File: config.mk
export PLATFORM = sky130hd
export DESIGN_NAME = instruction_fetch_unit
export DESIGN_NICKNAME = d
export VERILOG_FILES = /design/src/rtl/cpu_pkg.sv /design/src/rtl/fetch_buffer.sv /design/src/rtl/instruction_fetch_unit.sv
export SDC_FILE = /design/constraint.sdc
export NUM_CORES = 1
export LEC_CHECK = 0
export ABC_AREA = 1
export BUFFER_PORTS_ARGS = -buffer_cell sky130_fd_sc_hd__buf_2
export CORE_UTILIZATION = 54
export DETAILED_ROUTE_END_ITERATION = 7
export PLACE_DENSITY = 0.91
export SLEW_MARGIN = 20
export SYNTH_ARGS = -nofsm -noshare
export SYNTH_HDL_FRONTEND = slang
export SYNTH_SLANG_ARGS = --single-unit
File: constraint.sdc
create_clock -name CLOCK -period 5.2 [get_ports CLOCK]
set_input_delay 0.52 -clock CLOCK [delete_from_list [all_inputs] [get_ports CLOCK]]
set_output_delay 0.52 -clock CLOCK [all_outputs]
set_load 0.05 [all_outputs]
File: src/rtl/cpu_pkg.sv
// Shared CPU types: halt word, fetch state encoding, fetch buffer entry.
// Imported by the fetch unit and its buffer.
package cpu_pkg;

    localparam logic [31:0] HALT_WORD = 32'hFFFF_FFFF;

    typedef enum logic [1:0] {
        FS_RUN,
        FS_HALT_PEND,
        FS_HALTED
    } fetch_state_t;

    typedef struct packed {
        logic [31:0] pc;
        logic [31:0] instr;
    } fetch_entry_t;

endpackage

File: src/rtl/fetch_buffer.sv
// Sync FIFO of fetch_entry_t between fetch and decode.
// Ports: clk, rst (async high), push/pop/flush, din, head, full, empty.
module fetch_buffer
    import cpu_pkg::*;
#(
    parameter int DEPTH = 2
) (
    input  logic         clk,
    input  logic         rst,
    input  logic         push,
    input  logic         pop,
    input  logic         flush,
    input  fetch_entry_t din,
    output fetch_entry_t head,
    output logic         full,
    output logic         empty
);

    localparam int AW = (DEPTH > 1) ? $clog2(DEPTH) : 1;

    logic [AW-1:0] wr_ptr;
    logic [AW-1:0] rd_ptr;
    logic [AW:0]   count;
    logic          do_push;
    logic          do_pop;
    fetch_entry_t  mem [DEPTH];

    assign full    = (count == (AW+1)'(DEPTH));
    assign empty   = (count == '0);
    // A push into a full buffer is legal only alongside a pop.
    assign do_push = push & (~full | pop);
    assign do_pop  = pop & ~empty;
    assign head    = mem[rd_ptr];

    always_ff @(posedge clk or posedge rst) begin
        if (rst) begin
            wr_ptr <= '0;
            rd_ptr <= '0;
            count  <= '0;
        end else if (flush) begin
            wr_ptr <= '0;
            rd_ptr <= '0;
            count  <= '0;
        end else begin
            if (do_push) wr_ptr <= wr_ptr + AW'(1);
            if (do_pop)  rd_ptr <= rd_ptr + AW'(1);
            count <= count
                   + (AW+1)'(do_push)
                   - (AW+1)'(do_pop);
        end
    end

    always_ff @(posedge clk) begin
        if (do_push && !flush) mem[wr_ptr] <= din;
    end

endmodule

File: src/rtl/instruction_fetch_unit.sv
// Fetch unit: owns PC, drives instruction RAM, buffers {PC,instr} to decode.
// Ports: CLOCK, RESET (async high); RAM: FETCH_ADDRESS, stop, DATA;
// execute: REDIRECT_VALID/REDIRECT_PC; decode: OUT_VALID/OUT_READY/OUT_PC/
// OUT_INSTR; HALTED. Macro FETCH_HALT_DETECT_EN enables halt-word detection.
module instruction_fetch_unit
    import cpu_pkg::*;
#(
    parameter logic [31:0] RESET_PC  = 32'h0000_0000,
    parameter int          RAM_WORDS = 512,
    parameter int          BUF_DEPTH = 2
) (
    input  logic        CLOCK,
    input  logic        RESET,
    output logic [31:0] FETCH_ADDRESS,
    output logic        stop,
    input  logic [31:0] DATA,
    input  logic        REDIRECT_VALID,
    input  logic [31:0] REDIRECT_PC,
    output logic        OUT_VALID,
    input  logic        OUT_READY,
    output logic [31:0] OUT_PC,
    output logic [31:0] OUT_INSTR,
    output logic        HALTED
);

    localparam logic [31:0] PC_LIMIT = 32'(RAM_WORDS * 4);

    fetch_state_t state;
    fetch_state_t state_next;
    logic [31:0]  pc;
    logic [31:0]  pc_next;
    logic [31:0]  pc_inc;
    logic         redirect;
    logic         pop;
    logic         fetch_en;
    logic         buf_full;
    logic         buf_empty;
    fetch_entry_t head;
    fetch_entry_t entry;

    // Once halted the unit is terminal; redirects no longer apply.
    assign redirect  = REDIRECT_VALID & (state != FS_HALTED);
    assign OUT_VALID = ~buf_empty & (state != FS_HALTED);
    assign pop       = OUT_VALID & OUT_READY & ~redirect;
    assign fetch_en  = ~RESET & (state == FS_RUN) & ~redirect
                     & (~buf_full | pop);
    assign stop      = ~fetch_en;

    assign FETCH_ADDRESS = {2'b00, pc[31:2]};
    assign OUT_PC        = OUT_VALID ? head.pc : 32'd0;
    assign OUT_INSTR     = OUT_VALID ? head.instr : 32'd0;
    assign entry         = '{pc: pc, instr: DATA};
    assign pc_inc        = pc + 32'd4;

    always_comb begin
        pc_next = pc;
        if (redirect) begin
            pc_next = {REDIRECT_PC[31:2], 2'b00};
        end else if (fetch_en) begin
            pc_next = (pc_inc == PC_LIMIT) ? 32'd0 : pc_inc;
        end
    end

`ifdef FETCH_HALT_DETECT_EN
    always_comb begin
        state_next = state;
        unique case (state)
            FS_RUN: begin
                if (fetch_en && DATA == HALT_WORD)
                    state_next = FS_HALT_PEND;
            end
            FS_HALT_PEND: begin
                // Halt is speculative until decode consumes it.
                if (redirect)
                    state_next = FS_RUN;
                else if (pop && head.instr == HALT_WORD)
                    state_next = FS_HALTED;
            end
            FS_HALTED: state_next = FS_HALTED;
            default:   state_next = FS_RUN;
        endcase
    end

    assign HALTED = (state == FS_HALTED);
`else
    always_comb begin
        state_next = FS_RUN;
    end

    assign HALTED = 1'b0;
`endif

    always_ff @(posedge CLOCK or posedge RESET) begin
        if (RESET) begin
            state <= FS_RUN;
            pc    <= RESET_PC;
        end else begin
            state <= state_next;
            pc    <= pc_next;
        end
    end

    fetch_buffer #(
        .DEPTH (BUF_DEPTH)
    ) u_buf (
        .clk   (CLOCK),
        .rst   (RESET),
        .push  (fetch_en),
        .pop   (pop),
        .flush (redirect),
        .din   (entry),
        .head  (head),
        .full  (buf_full),
        .empty (buf_empty)
    );

endmodule

======== Yosys cells after proc, flatten, opt, wreduce, memory -nomap -nowiden ========
Memories as Yosys holds them, arrays and structs flattened.
Index checks and enable logic that the tools add are counted.
storage, ports and cells
  register bits after elaboration ......... 36
  memories kept ........................... 1
  memory bits (writable) .................. 128
  output and inout port bits .............. 99
cells by class
  eq/ne operators ......................... 2
  add/sub/neg operators ................... 5
  bitwise operators ....................... 12
  reduce and logical (&&, ||, !) cells .... 6
  mux-type cells .......................... 12
memory list
  memory     words  bits a word  read ports  clocked after memory_dff  write ports  RTL line            source
  u_buf.mem  2      64           1           0                         1            fetch_buffer.sv:26  fetch_entry_t mem [DEPTH];
operators by type and width
  kind                                              number
  2-to-1 mux 32 bit                                 5
  adder 32 x 3 -> 32 bit (second input constant)    1
  == test 32 x 12 -> 1 bit (second input constant)  1
  AND 1 bit                                         6
  2-to-1 mux 1 bit                                  6
  nonzero test 2 bit                                3
  inverter 1 bit                                    5
  adder 1 bit (second input constant)               2
  adder 2 x 1 -> 2 bit                              1
  == test 2 bit (second input constant)             1
  zero test 2 bit                                   1
  2-to-1 mux 2 bit                                  1
  subtractor 2 x 1 -> 2 bit                         1
  logical AND 1 bit                                 1
  zero test 1 bit                                   1
  bitwise OR 1 bit                                  1

======== Longest topological paths before layout ========
Gate-level depths: netlist of run 1.
  word-level depth ........................ 10
  depth in mapped cells ................... 15
  mapped depth without buffers ............ 15

======== Modules after synthesis ========
A second synthesis of run 1 with hierarchy kept.
second synthesis, totals
  cell total of the unflattened synthesis .. 889
  area total of the unflattened synthesis .. 7,793.7 sq um
modules (own cells, without submodules)
  module                  times used  cells each  area an instance (sq um)
  fetch_buffer            1           373         4,914.7
  instruction_fetch_unit  1           516         2,879.0

======== Worst setup path after synthesis of run 1 ========
Ideal clock, no wire load.
  path kind ............................... input port to flip-flop
  from .................................... input RESET
  to ...................................... memory u_buf.mem[1][0] in the netlist's numbering (enable)
  path slack .............................. -6 ps
  stages .................................. 4
  path buffers ............................ 1
  arrival time ............................ 4,724 ps
  cell sequence ........................... inv_1 > nand3_2 > buf_1 > nor2_1
on the way
  cells in the longest elaborated chain, start to end .. 7
ends and longest elaborated chain
  item                                    RTL line                      source
  start, declared                         instruction_fetch_unit.sv:13  input logic RESET,
  inverter 1 bit                          instruction_fetch_unit.sv:45  assign fetch_en = ~RESET & (state == FS_RUN) & ~redirect
  AND 1 bit                               instruction_fetch_unit.sv:45
  AND 1 bit                               instruction_fetch_unit.sv:46  & (~buf_full | pop);
  AND 1 bit                               fetch_buffer.sv:31            assign do_push = push & (~full | pop);
  logical AND 1 bit                       fetch_buffer.sv:54            if (do_push && !flush) mem[wr_ptr] <= din;
  2-to-1 mux 1 bit                        fetch_buffer.sv:54
  2-to-1 mux 1 bit (implied by the code)  fetch_buffer.sv:54
  end, declared                           fetch_buffer.sv:26
Every way passes these cells.

======== Worst setup path after layout of run 1 ========
  from .................................... register u_buf.rd_ptr
  to ...................................... output OUT_PC[27]
on the way
  cells in the longest elaborated chain, start to end .. 2
ends and longest elaborated chain
  item                      RTL line                      source
  start, declared           fetch_buffer.sv:22            logic [AW-1:0] rd_ptr;
  start signal, assigned    fetch_buffer.sv:46            if (do_pop) rd_ptr <= rd_ptr + AW'(1);
  memory read (2 x 64 bit)  -
  2-to-1 mux 32 bit         instruction_fetch_unit.sv:50  assign OUT_PC = OUT_VALID ? head.pc : 32'd0;
  end, declared             instruction_fetch_unit.sv:21  output logic [31:0] OUT_PC,
Every way passes these cells.

==> summary.md, run 1 <==
| Metric | Value |
|---|---|
| R2R setup slack | `2.56 ns` |
| Crit start category | `flip-flop` |
| H-tree depth | `4` |
| Drt pass-1 iters | `7` |
| Crit path kind | `flip-flop to output port` |
| Max_slew headroom | `33.8%` |
| WP data required | `4.68 ns` |
| Syn-to-layout area delta | `20.9%` |
| IO buf count | `159` |
| CTS resizes | `0` |
| WL final | `16900 µm` |
| Total Routing Usage GR | `25.1%` |
| Initial DRC count | `577` |
| Seq cells post-synth | `158` |
| Share of layout cells above drive strength 1 | `25.5%` |
| Antenna violations before repair | `1` |
| RD Place Congestion | `0.952` |
| Synthesized area per cell | `9.72 µm²` |
| Achievable frequency | `292 MHz` |
| Post-synthesis compound-gate area fraction | `7.68%` |
| Placeable core region | `12800 µm²` |
| Worst vdd ir | `0.234 mV` |
| Status | `complete, no violations` |
| Die ar. | `13800 µm²` |
| Mux cell area share after synthesis | `0%` |
| Largest net degree at the start of global routing | `65` |
| Layout Skew | `0.00741 ns` |
| Initial Utilization | `56.3%` |
| Synth area leaders | `edfxtp_1, nand2_1, dfrtp_1, a21oi_1, inv_1` |
| Postcts setup bufs | `0` |
| Nets | `970` |
| First-pass GRT wire length | `26800 µm` |
| Min Tclk post-route | `3.42 ns` |
| Hold_buf cts | `0` |
| Fin Setup TNS | `0 ns` |
| Adder-cell share of the synthesized area | `0.520%` |
| Mapped Cells | `743` |
| Post-route DRC | `0` |
| Num rows | `41` |
| Final setup fails | `0` |
| Synth warn | `0` |
| Worst setup EP type | `output port` |
| Gr ovfl total | `0` |
| CP arrival | `2.90 ns` |
| Worst-Margin Slew | `0.990 ns` |
| Hold slack | `0.219 ns` |
| Simple-gate share of the synthesized area | `22.6%` |
| Root Driver | `clkbuf_16` |
| Count leader, synth | `nand2_1` |
| Die Height | `118 µm` |
| Post-Syn Area | `7220 µm²` |
| CTS max path bufs | `2` |
| CTS tree | `built` |
| Class of the worst hold path | `primary input to asynchronous set/reset pin` |
| # clock sinks | `158` |
| Vias | `5711` |
| Power Density | `437 nW/µm²` |
| Clk slew on worst S/H paths | `0.06 ns` |
| Routed len/inst | `15.6 µm` |
| Die Wd | `118 µm` |
| Post-Synth XOR/XNOR Area | `0.728%` |
| Fin. max-slew vios | `0` |
| Most frequent cells after synthesis | `nand2_1, edfxtp_1, a21oi_1` |
| Final Cycle Share | `65.8%` |
| Pleak | `3.82 nW` |
| Final Hold Fails | `0` |
| Vias in the first global route | `5273` |
| # IOs | `167` |
| Asr flop ratio synth | `21.5%` |
| Ys flop type | `edfxtp_1` |
| Fin cells | `1085` |
| Main combinational cell family by area after synthesis | `simple AND/OR/NAND/NOR gates` |
| Synth cell types | `35` |
| Fillers | `992` |
| Seq/Total Area, Yosys | `63.4%` |
| Total CTS buffers | `17` |
| Placed Cells | `1052` |
| Sequential cell area | `4580 µm²` |
| Synth top area share | `51.6%` |
| Via density | `5.26` |
| Routed Antenna Nets | `0` |
| Unrepaired setup endpoints after global routing | `no` |
| Multi-input gate area | `2320 µm²` |
| Dpl hpwl | `11000 µm` |
| Yosys top cell by area | `edfxtp_1` |
| Clk_lat worst skew | `0.42 ns` |
| MaxCap Viol Count | `0` |
| Post-synth EDFFs | `124` |
| Largest fanout on the critical path | `64` |
==> per-stage QoR <==
step           utilization (%)  setup slack, ns  area (µm²)  total power [mW]
2_1_floorplan                -            0.482        7240              2.40
3_3_place_gp              63.7             1.90        8170              2.66
3_5_place_dp              63.7             1.86        8170              2.68
4_1_cts                   68.0             1.90        8730              3.83
5_1_grt                   68.1             1.59        8730              3.96
6_report                  68.1             1.78        8730              3.81
==> state kept, by name, summed over array words and instances, names as in the netlist <==
signal and count:
pc 30, u_buf.count 2, u_buf.mem 124, u_buf.rd_ptr 1, u_buf.wr_ptr 1
==> cells by family after synthesis <==
kind of cell | Yosys count
buf+inv | 91
fa+ha+maj | 3
compound gates | 95
flops | 158
simple gates | 389
other cells | 1
xor+xnor | 6
==> cell usage in the layout (no fill, tap or decap), drive strengths merged, types with 6 or more instances in the layout <==
master | synthesis | routed
o221ai | 6 | 6
o211ai | 13 | 13
inv | 58 | 57
dfrtp | 34 | 34
edfxtp | 124 | 124
buf | 11 | 165
a21oi | 65 | 65
nand2 | 290 | 290
nand3 | 28 | 28
nor2 | 61 | 61
clkinv | 1 | 6
clkbuf | 21 | 22
==> path summary, 6_finish.rpt <==
| path | end | depth (start not counted) | start |
|---|---|---|---|
| setup / recovery | OUT_PC[27] | 5 | u_buf.rd_ptr |
| hold / removal | pc[13] | 3 | RESET |
| setup reg to reg | u_buf.mem[0][55] | 4 | u_buf.count[1] |
| hold reg to reg | u_buf.mem[0][58] | 0 | pc[26] |
| max in group asynchronous | u_buf.rd_ptr | 3 | RESET |
| min in group CLOCK | u_buf.mem[1][6] | 1 | DATA[6] |
==> cell type report <==
class | instances | share of cell area, %
clock buffers | 22 | 5.32
diodes | 1 | 0.0287
multi-input cells | 498 | 26.6
clock inverters | 10 | 1.03
well taps | 172 | 2.46
flip-flops and latches | 158 | 52.4
repair buffers | 165 | 9.63
inverters | 59 | 2.55
==> routing by layer <==
layer | GRT usage [%] | vias up | routed length (µm)
li1 | - | 2787 | -
met1 | 32.8 | 2660 | 7130
met2 | 42.4 | 243 | 8380
met3 | 4.94 | 21 | 1180
met4 | 7.85 | 0 | 229
met5 | 0 | - | 0
==> power by group <==
group          internal [mW]  switching (mW)  total, mW
clock network          0.680           0.477       1.16
registers               1.47          0.0890       1.56
logic                  0.227           0.866       1.09
total                   2.38            1.43       3.81
==> critical path: stages (launching register included) <==
cell and delay [ns]:
dfrtp_2 0.34, buf_4 0.54, clkinv_2 0.95, nand2_1 0.29, a21oi_1 0.10, buf_2 0.24
(Power assumes the default switching activity.)
==> inputs of run 2 (changes only) <==
--- a/config.mk
+++ b/config.mk
@@ -7,9 +7,9 @@
 export LEC_CHECK = 0
 export ABC_AREA = 1
 export BUFFER_PORTS_ARGS = -buffer_cell sky130_fd_sc_hd__buf_2
-export CORE_UTILIZATION = 54
+export CORE_UTILIZATION = 49
 export DETAILED_ROUTE_END_ITERATION = 7
-export PLACE_DENSITY = 0.91
+export PLACE_DENSITY = 0.88
 export SLEW_MARGIN = 20
 export SYNTH_ARGS = -nofsm -noshare
 export SYNTH_HDL_FRONTEND = slang
==> constraint.sdc (replaced) <==
create_clock -name CLOCK -period 3.1 [get_ports CLOCK]
set_input_delay 0.31 -clock CLOCK [delete_from_list [all_inputs] [get_ports CLOCK]]
set_output_delay 0.31 -clock CLOCK [all_outputs]
set_load 0.05 [all_outputs]
==> summary.md, run 2 (synthesis gave the netlist of run 1 again) <==
| Metric | Value |
|---|---|
| Status | `complete, no violations` |
| RR Endpoint | `pc[2]` |
| Pwr Total | `6.65 mW` |
| Gr ovfl total | `0` |
| CP arrival | `2.01 ns` |
| Max_slew headroom | `53.2%` |
| Worst setup EP type | `output port` |
| Path depth of the worst reg2reg path | `12` |
| Post-route DRC | `0` |
| Final setup fails | `0` |
| Worst Path Buf+Inv | `2` |
| Switch Pwr | `2.45 mW` |
| Largest Register | `u_buf.mem` |
| Placed Cells | `1063` |
| Multi-input gate area | `2320 µm²` |
| Fin cells | `1096` |
| Antenna violations before repair | `1` |
| CTS max path bufs | `2` |
| Drt pass-1 iters | `5` |
| Hold slack | `0.0595 ns` |
| H-tree depth | `4` |
| First-pass GRT wire length | `27300 µm` |
| Achievable frequency | `430 MHz` |
| Max FFs per register | `124` |
| # clock sinks | `158` |
| Vias in the first global route | `5505` |
| Dpl ws | `0.883 ns` |
| CTS tree | `built` |
| Final Cycle Share | `75.0%` |
| MaxCap Viol Count | `0` |
| Placeable core region | `14100 µm²` |
| WP data required | `2.79 ns` |
| Root Driver | `clkbuf_16` |
| WL final | `17600 µm` |
| Clk slew on worst S/H paths | `0.07 ns` |
| Share of layout cells above drive strength 1 | `26.2%` |
| Placed Area | `8250 µm²` |
| Total CTS buffers | `17` |
| Largest fanout on the critical path | `62` |
| Highest-count cells in the layout ignoring fill and taps | `nand2_1, buf_2, edfxtp_1` |
| Num rows | `43` |
| Routed len/inst | `16.1 µm` |
| Total Routing Usage GR | `24.0%` |
| Postcts setup bufs | `0` |
| Routed Antenna Nets | `0` |
| Cell family contributing the most delay on the critical path | `buffers and inverters` |
| Fin Setup TNS | `0 ns` |
| Class of the worst hold path | `primary input to asynchronous set/reset pin` |
| Commonest non-fill, non-tap cell in the layout | `nand2_1` |
| Finished Core Util | `62.7%` |
| Clk_lat worst skew | `0.43 ns` |
| Power Density | `750 nW/µm²` |
| Worst vdd ir | `0.392 mV` |
| Final Instance Area | `8870 µm²` |
| Fin. max-slew vios | `0` |
| # IOs | `167` |
| Clock power share | `32.8%` |
| IO buf count | `159` |
| Flop pwr share | `39.4%` |
| Nets | `973` |
| R2R setup slack | `0.85 ns` |
| Largest net degree at the start of global routing | `64` |
| Biggest regs | `u_buf.mem: 124 flops, pc: 30 flops, u_buf.count: 2 flops` |
| Die ar. | `15200 µm²` |
| Layout Skew | `0.00979 ns` |
| Crit-path cells | `buf_4 -> nand2_1 -> a21oi_1 -> buf_2` |
| Worst-Margin Slew | `0.702 ns` |
| Final Hold Fails | `0` |
| Vias | `5762` |
| Unrepaired setup endpoints after global routing | `no` |
| Via density | `5.26` |
| Slowest stage delay, CP | `0.56 ns` |
| Syn-to-layout area delta | `22.8%` |
| Dpl hpwl | `11500 µm` |
| Initial Utilization | `51.0%` |
| Switching Fraction | `36.8%` |
| Pleak | `3.88 nW` |
| Sequential cell area | `4580 µm²` |
| Min Tclk post-route | `2.32 ns` |
| Initial DRC count | `442` |
| Comb power frac | `27.8%` |
| Crit start category | `flip-flop` |
| CTS resizes | `0` |
| Setup slack after layout | `0.776 ns` |
| Fillers | `1181` |
| Die Height | `123 µm` |
| Cell Int Power | `4.21 mW` |
| RD Place Congestion | `0.933` |
| Hold_buf cts | `0` |
| Die Wd | `123 µm` |
| Reg-to-reg critical path startpoint | `pc[2]` |
| Crit-path slowest cell | `buf_4` |
| Crit path kind | `flip-flop to output port` |
==> run 2: cell type report <==
class	instances	area share, %
clock inverter	15	2.19
tap	180	2.54
inverter	59	2.54
antenna	1	0.0282
timing repair buffer	168	10.2
multi-input combinational	498	26.2
clock buffer	17	4.80
sequential	158	51.6
==> run 2: how the worst max path moves through the flow <==
| stage | cells past startpoint | endpoint | from |
|---|---|---|---|
| finish | 4 | OUT_INSTR[13] | u_buf.rd_ptr |
| global route | 12 | pc[2] | pc[2] |
| CTS | 5 | OUT_INSTR[13] | u_buf.rd_ptr |
| detailed placement | 12 | pc[2] | pc[2] |
| global placement | 12 | pc[2] | pc[2] |
| floorplan | 4 | u_buf.mem[1][0] | RESET |
==> run 2: worst register-to-register path: cells and delay by family (launching register included) <==
family        cells  cell delay, ns
simple gates     10            1.20
flops             1            0.50
fa+ha+maj         1            0.27
xor+xnor          1            0.18
==> run 2: metal layers <==
metal	track usage [%]	part of all wire, %	up-vias
li1	-	-	2792
met1	30.6	42	2689
met2	39.3	49	246
met3	5.49	6.9	35
met4	10.3	2.3	0
met5	0	0	-
==> run 2: power groups by stage <==
stage               clock network [mW]  logic [mW]  registers [mW]
floorplan                            0        1.23            2.79
global placement                     0        1.83            2.65
detailed placement                   0        1.86            2.66
CTS                               2.20        1.86            2.62
global route                      2.30        1.99            2.64
finish                            2.18        1.85            2.62
==> inputs of run 3 (changes only) <==
==> constraint.sdc (replaced) <==
create_clock -name CLOCK -period 1.9 [get_ports CLOCK]
set_input_delay 0.19 -clock CLOCK [delete_from_list [all_inputs] [get_ports CLOCK]]
set_output_delay 0.19 -clock CLOCK [all_outputs]
set_load 0.05 [all_outputs]
==> summary.md, run 3 (synthesis gave the netlist of run 1 again) <==
| Metric | Value |
|---|---|
| Status | `complete, no violations` |
| Initial DRC count | `658` |
| Worst setup EP type | `flip-flop` |
| Final Hold Fails | `0` |
| Ant diodes | `0` |
| Root Driver | `clkbuf_16` |
| WL final | `20500 µm` |
| Routed Antenna Nets | `0` |
| RD Place Congestion | `0.906` |
| Highest-count cells in the layout ignoring fill and taps | `nand2_1, edfxtp_1, buf_2` |
| Crit path kind | `flip-flop to flip-flop` |
| Switch Pwr | `4.29 mW` |
| Flop pwr share | `36.9%` |
| WP data required | `2.22 ns` |
| Placeable core region | `14100 µm²` |
| Switching Fraction | `37.2%` |
| Crit-path cells | `ha_4 -> buf_4 -> nand3_1 -> xnor2_1 -> nor2_1 -> nand3_1 -> nor2_1 -> nand2_1 -> nor2_1 -> nand3_2 -> nand2_1 -> nand2_1` |
| Final setup fails | `0` |
| Pleak | `4.34 nW` |
| Total Routing Usage GR | `26.2%` |
| H-tree depth | `4` |
| MaxCap Viol Count | `0` |
| Achievable frequency | `531 MHz` |
| Worst vdd ir | `0.679 mV` |
| Setup slack after layout | `0.0161 ns` |
| Clk slew on worst S/H paths | `0.07 ns` |
| Crit-path slowest cell | `dfrtp_2` |
| Crit start category | `flip-flop` |
| Clk_lat worst skew | `0.43 ns` |
| Fin Setup TNS | `0 ns` |
| Class of the worst hold path | `primary input to flip-flop` |
| Antenna violations before repair | `0` |
| CP arrival | `2.20 ns` |
| Commonest non-fill, non-tap cell in the layout | `nand2_1` |
| Final Instance Area | `10300 µm²` |
| CTS max path bufs | `2` |
| Largest fanout on the critical path | `4` |
| Power Density | `1120 nW/µm²` |
| Fillers | `980` |
| Share of layout cells above drive strength 1 | `38.6%` |
| Clock power share | `28.4%` |
| First-pass GRT wire length | `29500 µm` |
| Dpl hpwl | `12600 µm` |
| Dpl ws | `-0.00142 ns` |
| Gr ovfl total | `0` |
| # clock sinks | `158` |
| IO buf count | `159` |
| Placed Area | `8830 µm²` |
| Total CTS buffers | `17` |
| Min Tclk post-route | `1.88 ns` |
| Die Height | `123 µm` |
| Cell Int Power | `7.24 mW` |
| Slowest stage delay, CP | `0.44 ns` |
| Layout Skew | `0.00946 ns` |
| Largest Register | `u_buf.mem` |
| Vias in the first global route | `5921` |
| Die ar. | `15200 µm²` |
| Vias | `6323` |
| Unrepaired setup endpoints after global routing | `yes` |
| Fin. max-slew vios | `0` |
| Routed len/inst | `17.2 µm` |
| Biggest regs | `u_buf.mem: 124 flops, pc: 30 flops, u_buf.count: 2 flops` |
| Die Wd | `123 µm` |
| Nets | `1068` |
| Largest net degree at the start of global routing | `48` |
| Initial Utilization | `51.0%` |
| Post-route DRC | `0` |
| Num rows | `43` |
| # IOs | `167` |
| Via density | `5.31` |
| Final Cycle Share | `99.2%` |
| Comb power frac | `34.7%` |
| Drt pass-1 iters | `7` |
| CTS tree | `built` |
| Syn-to-layout area delta | `42.9%` |
| Max FFs per register | `124` |
==> run 3: cell types whose count changed in the layout (fill, tap and decap cells not counted), sizes merged, moves of 3 or more <==
cell,change
dlygate4sd3,+46
buf,+10
clkbuf,+45
bufinv,-3
inv,-3
==> run 3: critical path: cells and delay by family (launching register included) <==
| family | cells | cell delay [ns] |
|---|---|---|
| AND/OR/NAND/NOR | 9 | 0.93 |
| adder cells (fa/ha/maj) | 1 | 0.18 |
| flip-flops | 1 | 0.44 |
| buffers and inverters | 1 | 0.13 |
| XOR/XNOR | 1 | 0.10 |
==> run 3: stage by stage <==
stage / instances / power, mW / hold slack, ns / util (%)
final: 1190 / 11.5 / 0.00851 / 72.9
after global placement: 1095 / 7.72 / 0.378 / 62.4
after floorplan: 747 / 6.77 / 0.146 / -
after CTS: 1176 / 11.2 / 0.000405 / 70.3
after global routing: 1190 / 12.0 / 0.00423 / 72.9
after detailed placement: 1095 / 7.79 / 0.382 / 62.4
==> run 3: layer usage <==
metal | routed length, µm | GRT usage [%]
met5 | 0 | 0
met4 | 376 | 9.56
met2 | 10400 | 45.1
met3 | 1300 | 5.54
met1 | 8450 | 32.4
==> run 3: final timing paths <==
check | to | cells past startpoint | slack [ns] | startpoint
worst max-delay path | pc[3] | 12 | 0.02 | pc[2]
worst min-delay path | pc[20] | 3 | 0.009 | REDIRECT_PC[20]
worst max register to register | pc[3] | 12 | 0.02 | pc[2]
worst min register to register | u_buf.mem[1][34] | 0 | 0.53 | pc[2]
max in group asynchronous | pc[18] | 4 | 1.01 | RESET
min in group asynchronous | pc[29] | 4 | 0.53 | RESET
==> run 3: power groups by stage <==
stage | Clock (mW) | Combinational [mW] | Sequential [mW]
final | 3.28 | 4.01 | 4.25
after floorplan | 0 | 2.20 | 4.57
after global placement | 0 | 3.42 | 4.30
after global routing | 3.48 | 4.25 | 4.27
after CTS | 3.31 | 3.67 | 4.25
after detailed placement | 0 | 3.48 | 4.31
==> run 3: final cells by class <==
class	instances	area, µm²	area share [%]
inverters	59	230	2.23
clock buffers	23	498	4.83
flip-flops and latches	158	4600	44.6
multi-input cells	498	2650	25.7
repair buffers	263	2030	19.7
well taps	180	225	2.18
clock inverters	9	83.8	0.812
==> run 3: timing repair <==
action	4_1_cts	5_1_grt
resized for setup	9	105
cloned	1	3
pin swaps	1	8
endpoints found under the setup margin	29	63
hold buffers	46	0
setup buffers	2	11
endpoints found under the hold margin	111	0
